[src/rtl/jtframe_68kbus_pkg.sv]
// Shared definitions for the 68000 bus arbiter: FSM state encoding, owner index
// width and the round-robin pointer advance.
package jtframe_68kbus_pkg;

  localparam int OWNER_W = 3;
  localparam int MAX_DEV = 8;

  typedef enum logic [2:0] {
    IDLE   = 3'd0,
    ARB    = 3'd1,
    WAITAS = 3'd2,
    GRANT  = 3'd3,
    OWNED  = 3'd4,
    REL    = 3'd5
  } state_t;

  // Start position for the next arbitration round: the device after idx, wrapping at ndev.
  function automatic logic [OWNER_W-1:0] rr_next(input logic [OWNER_W-1:0] idx, input int ndev);
    logic [OWNER_W-1:0] nxt;
    if (int'(idx) >= ndev - 1) begin
      nxt = 3'd0;
    end else begin
      nxt = idx + 3'd1;
    end
    return nxt;
  endfunction

endpackage

[src/rtl/jtframe_rrpick.sv]
// Combinational round-robin picker: returns the first requesting device at or
// after the start pointer, wrapping modulo NDEV.
module jtframe_rrpick
  import jtframe_68kbus_pkg::*;
#(
  parameter int NDEV = 2
)(
  input  logic [NDEV-1:0]    req,
  input  logic [OWNER_W-1:0] start,
  output logic               found,
  output logic [OWNER_W-1:0] idx
);

  localparam int PW = OWNER_W + 1;

  logic [PW-1:0] dist_s;
  logic [PW-1:0] best_s;
  logic          better_s;

  // Pick the requester with the smallest wrapped distance from the start pointer.
  always_comb begin
    dist_s   = {PW{1'b0}};
    best_s   = PW'(NDEV);
    better_s = 1'b0;
    idx      = {OWNER_W{1'b0}};
    for (int i = 0; i < NDEV; i++) begin
      dist_s   = (OWNER_W'(i) >= start) ? ({1'b0, OWNER_W'(i)} - {1'b0, start})
                                        : ({1'b0, OWNER_W'(i)} + PW'(NDEV) - {1'b0, start});
      better_s = req[i] && (dist_s < best_s);
      best_s   = better_s ? dist_s : best_s;
      idx      = better_s ? OWNER_W'(i) : idx;
    end
    found = |req;
  end

endmodule

[src/rtl/jtframe_68kbusarb.sv]
// 68000 bus arbiter, grant side of BR/BG/BGACK: round-robin grant to one of
// NDEV external masters while holding the CPU off the bus.
module jtframe_68kbusarb
  import jtframe_68kbus_pkg::*;
#(
  parameter int NDEV  = 2,
  parameter int TOUTW = 4
)(
  input  logic               clk,
  input  logic               rst_n,
  input  logic               cen,
  input  logic               cpu_ASn,
  input  logic               cpu_DTACKn,
  output logic               cpu_halt,
  input  logic [NDEV-1:0]    dev_BRn,
  output logic [NDEV-1:0]    dev_BGn,
  input  logic               dev_BGACKn,
  output logic [OWNER_W-1:0] owner,
  output logic               busy,
  output logic               tout
);

  state_t             state_r;
  logic [NDEV-1:0]    br_sync_r;
  logic               ack_sync_r;
  logic [OWNER_W-1:0] rr_r;
  logic [TOUTW-1:0]   cnt_r;

  logic [NDEV-1:0]    req_s;
  logic [NDEV-1:0]    gnt_n_s;
  logic               own_br_n_s;
  logic [TOUTW-1:0]   cnt_inc_s;
  logic               cnt_full_s;
  logic               pick_found_s;
  logic [OWNER_W-1:0] pick_idx_s;

  jtframe_rrpick #(.NDEV(NDEV)) u_pick (
    .req   (req_s),
    .start (rr_r),
    .found (pick_found_s),
    .idx   (pick_idx_s)
  );

  // Owner-indexed views of the synced requests, the grant pattern and the timeout count.
  always_comb begin
    req_s      = ~br_sync_r;
    own_br_n_s = 1'b1;
    gnt_n_s    = {NDEV{1'b1}};
    for (int i = 0; i < NDEV; i++) begin
      own_br_n_s = (owner == OWNER_W'(i)) ? br_sync_r[i] : own_br_n_s;
      gnt_n_s[i] = (owner != OWNER_W'(i));
    end
    cnt_inc_s  = cnt_r + TOUTW'(1'b1);
    cnt_full_s = &cnt_inc_s;
  end

  // Input synchroniser and arbitration FSM; every output is a register of this block.
  always_ff @(posedge clk or negedge rst_n) begin
    if (!rst_n) begin
      state_r    <= IDLE;
      br_sync_r  <= {NDEV{1'b1}};
      ack_sync_r <= 1'b1;
      rr_r       <= {OWNER_W{1'b0}};
      cnt_r      <= {TOUTW{1'b0}};
      dev_BGn    <= {NDEV{1'b1}};
      cpu_halt   <= 1'b0;
      owner      <= {OWNER_W{1'b0}};
      busy       <= 1'b0;
      tout       <= 1'b0;
    end else if (cen) begin
      br_sync_r  <= dev_BRn;
      ack_sync_r <= dev_BGACKn;
      tout       <= 1'b0;
      case (state_r)
        IDLE: begin
          cpu_halt <= 1'b0;
          if (|req_s) state_r <= ARB;
        end
        ARB: begin
          if (pick_found_s) begin
            owner    <= pick_idx_s;
            cpu_halt <= 1'b1;
            state_r  <= WAITAS;
          end else begin
            cpu_halt <= 1'b0;
            busy     <= 1'b0;
            state_r  <= IDLE;
          end
        end
        WAITAS: begin
          cpu_halt <= 1'b1;
          // A bus cycle still in flight must complete before the bus changes hands
          if (cpu_ASn && cpu_DTACKn) begin
            dev_BGn <= gnt_n_s;
            busy    <= 1'b1;
            cnt_r   <= {TOUTW{1'b0}};
            state_r <= GRANT;
          end
        end
        GRANT: begin
          if (!ack_sync_r) begin
            dev_BGn <= {NDEV{1'b1}};
            state_r <= OWNED;
          end else if (own_br_n_s) begin
            dev_BGn <= {NDEV{1'b1}};
            state_r <= REL;
          end else begin
            cnt_r <= cnt_inc_s;
            if (cnt_full_s) begin
              tout    <= 1'b1;
              dev_BGn <= {NDEV{1'b1}};
              state_r <= REL;
            end
          end
        end
        OWNED: begin
          cpu_halt <= 1'b1;
          busy     <= 1'b1;
          if (ack_sync_r) state_r <= REL;
        end
        REL: begin
          rr_r <= rr_next(owner, NDEV);
          busy <= 1'b0;
          // Back-to-back requests keep the CPU frozen across the next arbitration
          if ((|req_s) && ack_sync_r) begin
            cpu_halt <= 1'b1;
            state_r  <= ARB;
          end else begin
            cpu_halt <= 1'b0;
            state_r  <= IDLE;
          end
        end
        default: begin
          dev_BGn  <= {NDEV{1'b1}};
          cpu_halt <= 1'b0;
          busy     <= 1'b0;
          state_r  <= IDLE;
        end
      endcase
    end
  end

endmodule
[config.mk]
export PLATFORM = sky130hd
export DESIGN_NAME = jtframe_68kbusarb
export DESIGN_NICKNAME = d
export VERILOG_FILES = /design/src/rtl/jtframe_68kbus_pkg.sv /design/src/rtl/jtframe_rrpick.sv /design/src/rtl/jtframe_68kbusarb.sv
export SDC_FILE = /design/constraint.sdc
export NUM_CORES = 1
export LEC_CHECK = 0
export BUFFER_PORTS_ARGS = -buffer_cell sky130_fd_sc_hd__buf_4
export CAP_MARGIN = 10
export CORE_AREA = 3 3 47 49
export CTS_BUF_LIST = sky130_fd_sc_hd__clkbuf_4
export DETAILED_ROUTE_END_ITERATION = 10
export DIE_AREA = 0 0 50 52
export HOLD_SLACK_MARGIN = 0.15
export PLACE_DENSITY = 0.87
export RECOVER_POWER = 25
export SLEW_MARGIN = 20
export SYNTH_ARGS = -nofsm -noshare
export SYNTH_HDL_FRONTEND = slang
export SYNTH_SLANG_ARGS = --single-unit
[constraint.sdc]
create_clock -name clk -period 1.8 [get_ports clk]
set_input_delay 0.09 -clock clk [delete_from_list [all_inputs] [get_ports clk]]
set_output_delay 0.09 -clock clk [all_outputs]
set_load 0.03 [all_outputs]
# [After elaboration in Yosys (flattened, before gate mapping)]
# Cells that the tools add are included.
[word_totals] reg_bits=21 inputBits=8 output_inout_bits=8 wordCells=94
[classes] n_addsub=6 order_cmp=5 eq_ne=14 n_mux=35 bitwise=4 n_reduce_logical=20
[op_table] operator="4-bit two-way mux" count=6
[op_table] operator="3-bit two-way mux" count=7
[op_table] operator="3-bit one-hot mux with 6 select lines" count=1
[op_table] operator="1-bit two-way mux" count=12
[op_table] operator="2-bit inequality test, second input constant" count=6
[op_table] operator="4-bit AND reduction" count=3
[op_table] operator="2-bit two-way mux" count=5
[op_table] operator="5-bit AND reduction" count=2
[op_table] operator="1-bit one-hot mux with 4 select lines" count=2
[op_table] operator="4-bit one-hot mux with 2 select lines" count=1
[op_table] operator="1-bit by 3-bit subtractor with 4-bit output, first input constant" count=2
[op_table] operator="2-bit by 3-bit subtractor with 4-bit output, first input constant" count=2
[op_table] operator="3-bit by 1-bit equality test with 1-bit output, second input constant" count=2
[op_table] operator="3-bit by 2-bit equality test with 1-bit output, second input constant" count=2
[op_table] operator="3-bit equality test, second input constant" count=2
[op_table] operator="1-bit by 3-bit >= comparator with 1-bit output, first input constant" count=2
[op_table] operator="3-bit zero test" count=2
[op_table] operator="2-bit one-hot mux with 3 select lines" count=1
[op_table] operator="2-bit OR reduction" count=3
[op_table] operator="4-bit by 1-bit adder with 4-bit output, second input constant" count=1
[op_table] operator="1-bit logical AND" count=4
[op_table] operator="4-bit by 2-bit < comparator with 1-bit output, second input constant" count=1
[op_table] operator="4-bit < comparator" count=1
[op_table] operator="4-bit inequality test, second input constant" count=1
[op_table] operator="other kinds (10)" count=13

# [Longest topological paths before layout]
[logic_depth] word_depth=8 depth_mapped=6

# [Modules after synthesis]
# A second synthesis with hierarchy kept.
[unflattened] cells_unflattened=161 hier_area_um2=1433.9
[by_module_without_submodules] module="jtframe_68kbusarb" instances=1 cells_each=125 area_per_inst_um2=1154.9
[by_module_without_submodules] module="jtframe_rrpick" instances=1 cells_each=36 area_per_inst_um2=279.0

# [Worst setup path after synthesis]
# No wires, ideal clock.
[synth_timing] kind="reg2reg" from="register owner[0]" to="register cnt_r[0]" arrival_time_ps=1390 setup_slack_ps=285 path_stages_with_launch=5 period_less_slack_ps=1515 cell_sequence="dfrtp_1 -> mux2i_1 -> and3_1 -> o21ai_1 -> mux2_2"
[synth_between] elab_chain_len=5
[synth_rtl] element="start: declaration" line="jtframe_68kbusarb.sv:18" source="output logic [OWNER_W-1:0] owner,"
[synth_rtl] element="start signal: assignment" line="jtframe_68kbusarb.sv:67" source="owner <= {OWNER_W{1'b0}};"
[synth_rtl] element="start signal: assignment" line="jtframe_68kbusarb.sv:81" source="owner <= pick_idx_s;"
[synth_rtl] element="3-bit zero test" line="jtframe_68kbusarb.sv:50" source="own_br_n_s = (owner == OWNER_W'(i)) ? br_sync_r[i] : own_br_n_s;"
[synth_rtl] element="1-bit two-way mux" line="jtframe_68kbusarb.sv:50"
[synth_rtl] element="1-bit two-way mux (*)" line="jtframe_68kbusarb.sv:50"
[synth_rtl] element="2-bit inequality test (no line) (*)"
[synth_rtl] element="5-bit AND reduction (no line) (*)"
[synth_rtl] element="end signal: assignment" line="jtframe_68kbusarb.sv:64" source="cnt_r <= {TOUTW{1'b0}};"
[synth_rtl] element="end signal: assignment" line="jtframe_68kbusarb.sv:96" source="cnt_r <= {TOUTW{1'b0}};"
[synth_rtl] element="end signal: assignment" line="jtframe_68kbusarb.sv:108" source="cnt_r <= cnt_inc_s;"
[synth_rtl] element="end: declaration" line="jtframe_68kbusarb.sv:27" source="logic [TOUTW-1:0] cnt_r;"
# Every way passes the cells marked *; elsewhere a longest branch is shown, timed or not.
# A chain may end at the register's enable or synchronous reset.

# [Final worst setup path]
[layout_timing] from="register state_r[0]" to="register state_r[1]"
[layout_between] elab_chain_len=3
[layout_rtl] element="start: declaration" line="jtframe_68kbusarb.sv:23" source="state_t state_r;"
[layout_rtl] element="start signal: assignment" line="jtframe_68kbusarb.sv:60" source="state_r <= IDLE;"
[layout_rtl] element="start signal: assignment" line="jtframe_68kbusarb.sv:77" source="if (|req_s) state_r <= ARB;"
[layout_rtl] element="start signal: assignment" line="jtframe_68kbusarb.sv:83" source="state_r <= WAITAS;"
[layout_rtl] element="3-bit by 2-bit equality test with 1-bit output, or another cell as far along" line="jtframe_68kbusarb.sv:74" source="case (state_r)"
[layout_rtl] element="4-bit inequality test (no line) / 2-bit inequality test (equally long branches)"
[layout_rtl] element="5-bit AND reduction (no line)"
# Several ways; a longest one is shown, not always the timed one.

==> qor.csv <==
metric,value,unit
synth_enable_flop_cells,0,
path_class,reg -> reg,
gp_congestion,0.830,
p_switching,0.000685,W
synth_flop_cell,dfrtp_1,
ant_nets,0,
viasPerCell,5.56,
post-place-cells,151,
nFillCells,157,
max_cap_violations,0,
postRouteWirelength,2.12,mm
p_total,0.00161,W
wl_per_cell,13.2,um
yosys_register_bits,17,
cp-end-kind,flip-flop,
rsz0062_at_grt,no,
finalCriticalPeriod,1.58,ns
worstMarginPinSlew,0.886,ns
ir_worst_vdd,0.671,mV
root_buffer,clkbuf_4,
die_area,2600,um^2
maxSlewViolCount,0,
p_int,0.000928,W
rows,16,
syn_avg_cell_area,9.48,um^2
status,"finished, final reports clean",
yosys-top-cells-area,"dfrtp_1 28%, dfstp_2 12%, ha_1 4.7%, o21ai_0 4.2%, mux2_2 3.2%",
synth_common_cells,"12 x dfrtp_1, 9 x o21ai_0, 7 x nand2_1, 7 x nor2_1",
synth_top_family_by_area,compound AO/OA/AOI/OAI gates,
synth_cell_types,43,
clk_path_buf_depth,2,
grt_pass1_vias,861,
fin_worst_skew,0.000846,ns
critPathLaunchType,flip-flop,
cts_max_level,1,
synthSimpleGateAreaFrac,19.3,%
vias,895,
synth_mux_area_share,4.09,%
sw_frac_of_total,42.4,%
drive_above_1_share,23.1,%
die_y,52,um
grt_first_pass_wirelength,3.88,mm
min_path_type,in -> reg,
antenna_found_initial,0,
fmax,633,MHz
placed_cell_area,1180,um^2
cts_tree,yes,
synth_async_sr_flop_share,100,%
clk_latency,0.30,ns
initial_core_util,56.3,%
dp.final_hpwl,1.53,mm
yosysMostFrequentCell,dfrtp_1,
drt-initial-drc-count,15,
critPathMaxFanout,14,
grt.overflow.total,0,
yosys_warnings,0,
power_density,1270,nW/um^2
comb_power_share,45.6,%
crit_required,2.05,ns
stdcell_area,1270,um^2
drt-pass1-iter-count,4,
synth_seq_area_share,40.3,%
die_width,50,um
yosys.area.top_type,dfrtp_1,
slew_headroom,40.9,%
seqPwrFrac,41.1,%
setup_violations,0,
core_area,1900,um^2
synth-adder-area-share,4.67,%
netlist_area,1070,um^2
nets,147,
synth_compound_area_share,23.6,%
clkTransAtPathRegs,0.10,ns
io_pins,16,
cp.arrival,1.83,ns
cts_buffers,3,
track_usage,19.9,%
final_cells,161,
leakagePower,0.552,nW
grt_max_degree,18,
synthDominantCellAreaShare,28.0,%
syn_to_final_growth,18.3,%
syn_inst,113,
fin_crit_sh,87.7,%
route.detailed.drc,0,
synth-xor-area-share,0.818,%
diodes,0,
hold_violations,0,
port_buffers,13,
pwr-share-clk,13.3,%
final.setup.tns,0,ns
cts.sinks,17,
worst max-delay path: stages (launching register included):
cell      delay, ns
dfrtp_1        0.58
nand2b_1       0.16
or4_4          0.46
a21boi_0       0.14
a21bo_1        0.19
path summary, 6_finish.rpt:
check	end	cells past startpoint	slack, ns	startpoint
worst max-delay path	state_r[1]$_DFFE_PN0P_	4	0.22	state_r[0]$_DFFE_PN0P_
worst min-delay path	br_sync_r[0]$_DFFE_PN1P_	2	0.07	cen
worst max register to register	state_r[1]$_DFFE_PN0P_	4	0.22	state_r[0]$_DFFE_PN0P_
worst min register to register	tout$_DFFE_PN0P_	1	0.50	tout$_DFFE_PN0P_
max in group asynchronous	cnt_r[0]$_DFFE_PN0P_	2	0.85	rst_n
min in group asynchronous	rr_r[0]$_DFFE_PN0P_	2	0.41	rst_n
per-stage QoR:
| step | util (%) | hold slack [ns] | worst slack [ns] |
|---|---|---|---|
| after global routing | 66.6 | 0.162 | 0.0649 |
| after floorplan | - | -0.206 | 0.285 |
| after CTS | 67.4 | 0.166 | 0.0870 |
| after detailed placement | 62.2 | -0.0355 | 0.260 |
| final | 66.6 | 0.0736 | 0.221 |
| after global placement | 62.2 | -0.0399 | 0.291 |
per-layer routing:
layer  vias up  wire length [um]  track usage (%)
li1        447                 -                -
met1       417               984             26.2
met2        24               949             30.7
met3         7               120             2.87
met4         0                64             12.4
met5         -                 0                0
logic make-up (layout without fill, tap and decap cells):
kind of cell	count (synthesis)	after routing
compound gates	37	37
xor+xnor	1	1
fa+ha+maj	4	4
buf+inv	13	31
flops	17	17
mux	4	4
other cells	2	5
simple gates	35	35
area by class of cell:
cell class                      instances  area, um^2  area share [%]
Clock buffer                            3        22.5            1.78
Clock inverter                          1        5.00           0.395
Inverter                                6        25.0            1.97
Multi-Input combinational cell         86         581            45.8
Sequential cell                        17         432            34.1
Tap cell                               27        33.8            2.67
Timing Repair Buffer                   21         169            13.3
power groups by stage:
stage | sequential, W | combinational, W | clock [W]
3_5_place_dp | 0.000667 | 0.000720 | 0
3_3_place_gp | 0.000660 | 0.000702 | 0
2_1_floorplan | 0.000716 | 0.000469 | 0
6_report | 0.000662 | 0.000736 | 0.000214
4_1_cts | 0.000660 | 0.000736 | 0.000221
5_1_grt | 0.000689 | 0.000824 | 0.000238
layout by cell type (no fill, tap or decap), types with 5 or more instances in the layout:
| cell type | instances |
|---|---|
| dfstp_2 | 5 |
| dfrtp_1 | 12 |
| nand2_1 | 7 |
| dlygate4sd3_1 | 6 |
| o21ai_0 | 9 |
| buf_4 | 14 |
| conb_1 | 5 |
| nor2_1 | 7 |
| inv_1 | 5 |
sequential cells by signal (all words and copies together) (netlist names), 2 cells and up:
signal	flops
br_sync_r	2
state_r	3
dev_BGn	2
cnt_r	4
what timing repair did:
action / 4_1_cts / 5_1_grt
hold buffers: 7 / 0
hold endpoints to repair: 22 / 0
setup buffers: 0 / 0
endpoints found under the setup margin: 0 / 1
gates resized for setup: 0 / 0
Note: power is estimated with default switching activity, not from simulation.
